$ cat src/rtl/uart_rom_loader_if.sv
// ROM write-port bundle driven by the UART boot loader (master) into the instruction ROM (slave).
interface uart_rom_loader_if;
    logic        rom_wr_en;
    logic [31:0] rom_wr_addr;
    logic [31:0] rom_wr_data;

    modport master (output rom_wr_en, output rom_wr_addr, output rom_wr_data);
    modport slave  (input  rom_wr_en, input  rom_wr_addr, input  rom_wr_data);
endinterface

$ cat src/rtl/uart_rom_loader.sv
// UART boot loader: receives a length-prefixed program image (8N1) and writes it into ROM.
// Optional trailing checksum byte is enabled by defining LOADER_CHECKSUM_EN.
module uart_rom_loader #(
    parameter int unsigned CLK_FREQ  = 50_000_000,
    parameter int unsigned BAUD      = 115_200,
    parameter logic [31:0] BASE_ADDR = 32'h0,
    parameter int unsigned MAX_WORDS = 4096
) (
    input  logic               clk_i,
    input  logic               rst_n_i,
    input  logic               boot_en_i,
    input  logic               uart_rx_i,
    uart_rom_loader_if.master  rom,
    output logic               cpu_hold_o,
    output logic               busy_o,
    output logic               done_o,
    output logic               err_o
);
    localparam int unsigned DIV    = CLK_FREQ / BAUD;
    localparam int unsigned HALF   = DIV / 2;
    localparam int unsigned CNT_W  = (DIV > 1) ? $clog2(DIV) : 1;
    localparam int unsigned WCNT_W = $clog2(MAX_WORDS + 1);
    localparam logic [CNT_W-1:0] DIV_LAST  = CNT_W'(DIV - 1);
    localparam logic [CNT_W-1:0] HALF_LAST = CNT_W'(HALF - 1);

    localparam logic [1:0] RX_IDLE  = 2'd0;
    localparam logic [1:0] RX_START = 2'd1;
    localparam logic [1:0] RX_DATA  = 2'd2;
    localparam logic [1:0] RX_STOP  = 2'd3;

    localparam logic [2:0] ST_IDLE = 3'd0;
    localparam logic [2:0] ST_LEN  = 3'd1;
    localparam logic [2:0] ST_DATA = 3'd2;
    localparam logic [2:0] ST_CSUM = 3'd3;
    localparam logic [2:0] ST_DONE = 3'd4;
    localparam logic [2:0] ST_ERR  = 3'd5;

    logic             rx_meta_q, rx_sync_q, rx_prev_q;
    logic [1:0]       rx_st_q;
    logic [CNT_W-1:0] rx_cnt_q;
    logic [2:0]       rx_bit_q;
    logic [7:0]       rx_shift_q;
    logic             rx_valid_q, rx_ferr_q, rx_ign_q;

    logic [2:0]        st_q;
    logic [1:0]        byte_cnt_q;
    logic [23:0]       word_q;
    logic [WCNT_W-1:0] word_cnt_q, n_words_q;
    logic              wr_en_q;
    logic [31:0]       wr_addr_q, wr_data_q;
`ifdef LOADER_CHECKSUM_EN
    logic [7:0]        sum_q;
`endif

    logic        byte_stb;
    logic [31:0] word_full;
    logic        len_bad;
    logic        last_word;

    // Bytes from frames that overlapped boot_en_i=0 are finished but never consumed.
    assign byte_stb  = rx_valid_q && !rx_ign_q;
    assign word_full = {rx_shift_q, word_q};
    assign len_bad   = (word_full == 32'd0) || (word_full > 32'(MAX_WORDS));
    assign last_word = ((word_cnt_q + 1'b1) == n_words_q);

    always_ff @(posedge clk_i or negedge rst_n_i) begin
        if (!rst_n_i) begin
            rx_meta_q  <= 1'b1;
            rx_sync_q  <= 1'b1;
            rx_prev_q  <= 1'b1;
            rx_st_q    <= RX_IDLE;
            rx_cnt_q   <= '0;
            rx_bit_q   <= '0;
            rx_shift_q <= '0;
            rx_valid_q <= 1'b0;
            rx_ferr_q  <= 1'b0;
            rx_ign_q   <= 1'b0;
        end else begin
            rx_meta_q  <= uart_rx_i;
            rx_sync_q  <= rx_meta_q;
            rx_prev_q  <= rx_sync_q;
            rx_valid_q <= 1'b0;
            if (!boot_en_i) rx_ign_q <= 1'b1;
            case (rx_st_q)
                RX_IDLE: begin
                    if (rx_prev_q && !rx_sync_q) begin
                        rx_st_q  <= RX_START;
                        rx_cnt_q <= '0;
                        rx_ign_q <= !boot_en_i;
                    end
                end
                RX_START: begin
                    if (rx_cnt_q == HALF_LAST) begin
                        rx_cnt_q <= '0;
                        rx_bit_q <= '0;
                        rx_st_q  <= rx_sync_q ? RX_IDLE : RX_DATA;
                    end else begin
                        rx_cnt_q <= rx_cnt_q + 1'b1;
                    end
                end
                RX_DATA: begin
                    if (rx_cnt_q == DIV_LAST) begin
                        rx_cnt_q   <= '0;
                        rx_shift_q <= {rx_sync_q, rx_shift_q[7:1]};
                        rx_bit_q   <= rx_bit_q + 1'b1;
                        if (rx_bit_q == 3'd7) rx_st_q <= RX_STOP;
                    end else begin
                        rx_cnt_q <= rx_cnt_q + 1'b1;
                    end
                end
                RX_STOP: begin
                    if (rx_cnt_q == DIV_LAST) begin
                        rx_cnt_q   <= '0;
                        rx_st_q    <= RX_IDLE;
                        rx_valid_q <= 1'b1;
                        rx_ferr_q  <= !rx_sync_q;
                    end else begin
                        rx_cnt_q <= rx_cnt_q + 1'b1;
                    end
                end
                default: rx_st_q <= RX_IDLE;
            endcase
        end
    end

    always_ff @(posedge clk_i or negedge rst_n_i) begin
        if (!rst_n_i) begin
            st_q       <= ST_IDLE;
            byte_cnt_q <= '0;
            word_q     <= '0;
            word_cnt_q <= '0;
            n_words_q  <= '0;
            wr_en_q    <= 1'b0;
            wr_addr_q  <= '0;
            wr_data_q  <= '0;
`ifdef LOADER_CHECKSUM_EN
            sum_q      <= '0;
`endif
        end else begin
            wr_en_q <= 1'b0;
            if (!boot_en_i) begin
                st_q       <= ST_IDLE;
                byte_cnt_q <= '0;
                word_q     <= '0;
                word_cnt_q <= '0;
                n_words_q  <= '0;
`ifdef LOADER_CHECKSUM_EN
                sum_q      <= '0;
`endif
            end else begin
                case (st_q)
                    ST_IDLE: st_q <= ST_LEN;
                    ST_LEN: begin
                        if (byte_stb) begin
                            if (rx_ferr_q) begin
                                st_q <= ST_ERR;
                            end else begin
                                byte_cnt_q <= byte_cnt_q + 1'b1;
                                word_q     <= word_full[31:8];
                                if (byte_cnt_q == 2'd3) begin
                                    n_words_q <= word_full[WCNT_W-1:0];
                                    st_q      <= len_bad ? ST_ERR : ST_DATA;
                                end
                            end
                        end
                    end
                    ST_DATA: begin
                        if (byte_stb) begin
                            if (rx_ferr_q) begin
                                st_q <= ST_ERR;
                            end else begin
                                byte_cnt_q <= byte_cnt_q + 1'b1;
                                word_q     <= word_full[31:8];
`ifdef LOADER_CHECKSUM_EN
                                sum_q      <= sum_q + rx_shift_q;
`endif
                                if (byte_cnt_q == 2'd3) begin
                                    wr_en_q    <= 1'b1;
                                    wr_addr_q  <= BASE_ADDR + (32'(word_cnt_q) << 2);
                                    wr_data_q  <= word_full;
                                    word_cnt_q <= word_cnt_q + 1'b1;
`ifdef LOADER_CHECKSUM_EN
                                    if (last_word) st_q <= ST_CSUM;
`else
                                    if (last_word) st_q <= ST_DONE;
`endif
                                end
                            end
                        end
                    end
`ifdef LOADER_CHECKSUM_EN
                    ST_CSUM: begin
                        if (byte_stb) begin
                            st_q <= (!rx_ferr_q && rx_shift_q == sum_q) ? ST_DONE : ST_ERR;
                        end
                    end
`endif
                    default: st_q <= st_q;
                endcase
            end
        end
    end

    assign rom.rom_wr_en   = wr_en_q;
    assign rom.rom_wr_addr = wr_addr_q;
    assign rom.rom_wr_data = wr_data_q;

    assign busy_o     = (st_q == ST_LEN) || (st_q == ST_DATA) || (st_q == ST_CSUM);
    assign cpu_hold_o = busy_o || (st_q == ST_ERR);
    assign done_o     = (st_q == ST_DONE);
    assign err_o      = (st_q == ST_ERR);
endmodule

$ cat src/flat_wrapper.sv
// flat-port wrapper written by rule: the top's interface ports become plain ports
module uart_rom_loader_flat 
#(
    parameter int unsigned CLK_FREQ  = 50_000_000,
    parameter int unsigned BAUD      = 115_200,
    parameter logic [31:0] BASE_ADDR = 32'h0,
    parameter int unsigned MAX_WORDS = 4096
)
  (clk_i, rst_n_i, boot_en_i, uart_rx_i, cpu_hold_o, busy_o, done_o, err_o, rom_rom_wr_en, rom_rom_wr_addr, rom_rom_wr_data);
  uart_rom_loader_if rom_i ();
  input  logic clk_i;
  input  logic rst_n_i;
  input  logic boot_en_i;
  input  logic uart_rx_i;
  output logic cpu_hold_o;
  output logic busy_o;
  output logic done_o;
  output logic err_o;
  output wire logic [$bits(rom_i.rom_wr_en)-1:0] rom_rom_wr_en;
  output wire logic [$bits(rom_i.rom_wr_addr)-1:0] rom_rom_wr_addr;
  output wire logic [$bits(rom_i.rom_wr_data)-1:0] rom_rom_wr_data;
  assign rom_rom_wr_en = rom_i.rom_wr_en;
  assign rom_rom_wr_addr = rom_i.rom_wr_addr;
  assign rom_rom_wr_data = rom_i.rom_wr_data;
  uart_rom_loader #(.CLK_FREQ(CLK_FREQ), .BAUD(BAUD), .BASE_ADDR(BASE_ADDR), .MAX_WORDS(MAX_WORDS)) u_core (.clk_i(clk_i), .rst_n_i(rst_n_i), .boot_en_i(boot_en_i), .uart_rx_i(uart_rx_i), .rom(rom_i), .cpu_hold_o(cpu_hold_o), .busy_o(busy_o), .done_o(done_o), .err_o(err_o));
endmodule
$ cat config.mk
export PLATFORM = sky130hd
export DESIGN_NAME = uart_rom_loader_flat
export DESIGN_NICKNAME = d
export VERILOG_FILES = /design/src/rtl/uart_rom_loader_if.sv /design/src/rtl/uart_rom_loader.sv /design/src/flat_wrapper.sv
export SDC_FILE = /design/constraint.sdc
export NUM_CORES = 1
export LEC_CHECK = 0
export ABC_AREA = 0
export BUFFER_PORTS_ARGS = -buffer_cell sky130_fd_sc_hd__buf_2
export CAP_MARGIN = 10
export CORE_ASPECT_RATIO = 0.9
export CORE_MARGIN = 2
export CORE_UTILIZATION = 50
export DETAILED_ROUTE_END_ITERATION = 8
export GPL_TIMING_DRIVEN = 0
export PLACE_DENSITY = 0.79
export SLEW_MARGIN = 20
export SYNTH_ARGS = -nofsm -noshare
export SYNTH_HDL_FRONTEND = slang
export SYNTH_SLANG_ARGS = --single-unit
$ cat constraint.sdc
create_clock -name clk_i -period 1.7 [get_ports clk_i]
set_input_delay 0.425 -clock clk_i [delete_from_list [all_inputs] [get_ports clk_i]]
set_output_delay 0.425 -clock clk_i [all_outputs]
set_load 0.05 [all_outputs]
==> impl_metrics.tcl <==
set metrics [dict create \
    status "complete, but fails checks" \
    violations "negative setup slack" \
    slew_violations 0 \
    grt_pass1_wl_microns 26900 \
    layout_setup_ws_ns -0.438 \
    crit_path_start_kind "flip-flop" \
    clk_pin_slew_ns 0.06 \
    synth_top_family_by_area "multiplexers" \
    critPathCaptureType "flip-flop" \
    chipWidth_microns 125 \
    cts_root_buf "clkbuf_16" \
    place_area_sq_mm 0.00727 \
    place.port_buffers 52 \
    drtIter0Drc 464 \
    cp.required_ns 1.97 \
    dp_hpwl_microns 9620 \
    grtUsageTotal 0.242 \
    synth-compound-area-share 0.0586 \
    max-cap-violations 0 \
    hold_class "input pin to flip-flop" \
    p_per_area_mw_per_mm2 956 \
    dr_total_vias 5124 \
    gp_congestion 0.948 \
    synth_edf_count 0 \
    dieArea_sq_mm 0.0142 \
    io-pin-count 73 \
    synthSimpleGateAreaFrac 0.161 \
    ys_warn_count 0 \
    ys_types 63 \
    initial_core_util 0.516 \
    place_ws_ns -0.357 \
    htreeDepth 4 \
    cts_buffers 17 \
    grt-ovfl-total 0 \
    clock-sinks 129 \
    clk_latency_ns 0.43 \
    synth_top_area_frac 0.476 \
    core-area_sq_mm 0.0128 \
    synth_ff_type "dfrtp_1" \
    stdcell_area_sq_mm 0.00928 \
    first_pass_iters 6 \
    fin_crit_ns 2.14 \
    grt_pass1_vias 5022 \
    rsz0062_at_grt "yes" \
    grt_antenna_before_repair 0 \
    timing.clock.skew_ns 0.00977 \
    synth_top_cells_by_area "dfrtp_1 (48%), mux2_4 (10%), mux2i_1 (6.0%), nor2b_1 (4.0%), buf_4 (3.1%)" \
    drt-total-wl_microns 18500 \
    synth_area_per_cell_sq_um 11.8 \
    clockBufferDepth 2 \
    vias_per_cell 5.66 \
    regArea_sq_mm 0.00324 \
    clock.fmax_mhz 468 \
    cts_tree "built" \
    arrival_ns 2.40 \
    yosys.area_share.adder 0.0208 \
    drive_above_1_share 0.470 \
    setup_viol_count_final 123 \
    wl_per_cell_microns 20.5 \
    multi_input_area_sq_mm 0.00355 \
    drc 0 \
    peakVddDrop_mv 0.938 \
    nNetsFinal 744 \
    relSlewSlack 0.609 \
    fin_crit_sh 1.26 \
    ant_nets 0 \
    postSynth.asyncResetShare 1.00 \
    die_h_microns 113 \
    muxShareOfSynthArea 0.178 \
    synthXorXnorAreaFrac 0.0304 \
    worstMarginPinSlew_ns 0.586 \
    fill_cells 782 \
    ys_ff_latch 129 \
    worst-setup-path-type "flip-flop to flip-flop" \
    n_antenna_cell 0 \
    syn_inst 560 \
    placementRows 39 \
    yosysSeqAreaShare 0.488 \
    grt_max_degree 68 \
    syn_area_sq_mm 0.00662 \
    critPathMaxFanout 5 \
    area_growth_pct 40.2 \
    yosysTopAreaCell "dfrtp_1" \
    finalHoldViolCount 0 \
    p_leak_nw 4.71 \
]
-- state kept, by name, indices dropped and copies added (netlist names), named ones only --
signal and cells:
u_core.rom.rom_wr_data 32, u_core.word_q 24, u_core.n_words_q 13, u_core.rom.rom_wr_addr 13, u_core.word_cnt_q 13, u_core.rx_cnt_q 9, u_core.rx_shift_q 8, u_core.rx_bit_q 3
u_core.st_q 3, u_core.byte_cnt_q 2, u_core.rom.rom_wr_en 1, u_core.rx_ferr_q 1, u_core.rx_ign_q 1, u_core.rx_meta_q 1, u_core.rx_prev_q 1, u_core.rx_st_q 1
u_core.rx_sync_q 1, u_core.rx_valid_q 1
-- cell families after synthesis --
family / after synthesis
AND/OR/NAND/NOR: 182
flip-flops: 129
multiplexers: 94
AO/OA/AOI/OAI: 60
buffers and inverters: 60
XOR/XNOR: 23
adder cells (fa/ha/maj): 11
other: 1
-- through the flow --
step | hold WS, ns | utilization | cells | TNS (ns) | power, mW
6_report | 0.0962 | 0.723 | 906 | -23.41 | 8.88
5_1_grt | 0.0849 | 0.723 | 906 | -30.04 | 9.21
4_1_cts | 0.0858 | 0.684 | 878 | -20.86 | 8.39
3_5_place_dp | 0.347 | 0.567 | 795 | -22.08 | 4.40
3_3_place_gp | 0.346 | 0.564 | 794 | -193.87 | 4.31
2_1_floorplan | 0.129 | - | 578 | -5.94 | 4.11
-- cell usage after synthesis, types with 5 or more instances --
library cell / count
dfrtp_1: 126
mux2_4: 45
nor2b_1: 42
mux2i_1: 40
nand2_1: 32
buf_4: 27
o21ai_0: 25
nor2_1: 18
nand3_1: 15
xor2_1: 14
and2_1: 13
ha_1: 11
nor4_1: 11
buf_2: 10
nand2b_1: 10
inv_1: 9
nand4_1: 9
xnor2_1: 9
mux2_2: 8
clkbuf_1: 7
nor3_1: 7
a21oi_1: 5
and3_1: 5
-- cells in the final DEF (no fill, tap or decap), drive strengths merged, types with 18 or more instances in the layout --
| master | netlist | routed |
|---|---|---|
| o21ai | 29 | 29 |
| nand2 | 32 | 33 |
| nand3 | 17 | 18 |
| nor2b | 44 | 44 |
| mux2i | 40 | 40 |
| clkbuf | 7 | 28 |
| nor2 | 18 | 18 |
| mux2 | 54 | 54 |
| dfrtp | 126 | 126 |
| buf | 43 | 172 |
| conb | 1 | 19 |
-- cell type report --
| cell class | instances | share of cell area |
|---|---|---|
| well taps | 164 | 0.0221 |
| flip-flops and latches | 129 | 0.350 |
| inverters | 10 | 0.00404 |
| clock inverters | 10 | 0.0119 |
| clock buffers | 22 | 0.0500 |
| plain buffers | 48 | 0.0519 |
| repair buffers | 131 | 0.128 |
| multi-input cells | 392 | 0.383 |
-- critical path, cell delays in order (launching register included) --
cell	delay, ns
dfrtp_1	0.42
ha_4	0.20
nand3_4	0.12
nor4_4	0.27
a31o_1	0.14
nand4_1	0.15
o41ai_4	0.46
o311ai_1	0.21
-- final timing paths --
path	from	to	slack, ns	depth (start not counted)
worst max-delay path	u_core.word_cnt_q[0]	u_core.st_q[1]	-0.44	7
worst min-delay path	uart_rx_i	u_core.rx_meta_q	0.1	1
worst max register to register	u_core.word_cnt_q[0]	u_core.st_q[1]	-0.44	7
worst min register to register	u_core.rx_meta_q	u_core.rx_sync_q	0.36	0
max in group asynchronous	rst_n_i	u_core.rx_meta_q	0.37	3
min in group asynchronous	rst_n_i	u_core.rom.rom_wr_addr[9]	0.55	2
-- what timing repair did --
item                                    4_1_cts  5_1_grt
buffers inserted                             39       31
cloned                                       12        1
endpoints found under the setup margin      116      128
gates resized for setup                      91       76
pin swaps                                    33       28
hold endpoints to repair                      4        0
hold buffers                                  1        0
-- power breakdown --
group          internal, mW  total, mW  switching [mW]
Sequential             3.15       3.22          0.0658
Clock                  2.22       3.60            1.37
Combinational         0.867       2.06            1.20
Total                  6.24       8.88            2.64
-- metal layers --
metal / vias up / GRT usage / wire (microns)
met3: 50 / 0.0686 / 1200
met5: - / 0 / 0
met1: 2580 / 0.312 / 7450
met2: 227 / 0.395 / 9440
met4: 0 / 0.0822 / 440
li1: 2267 / - / -
Power figures use the tool's default switching activity.
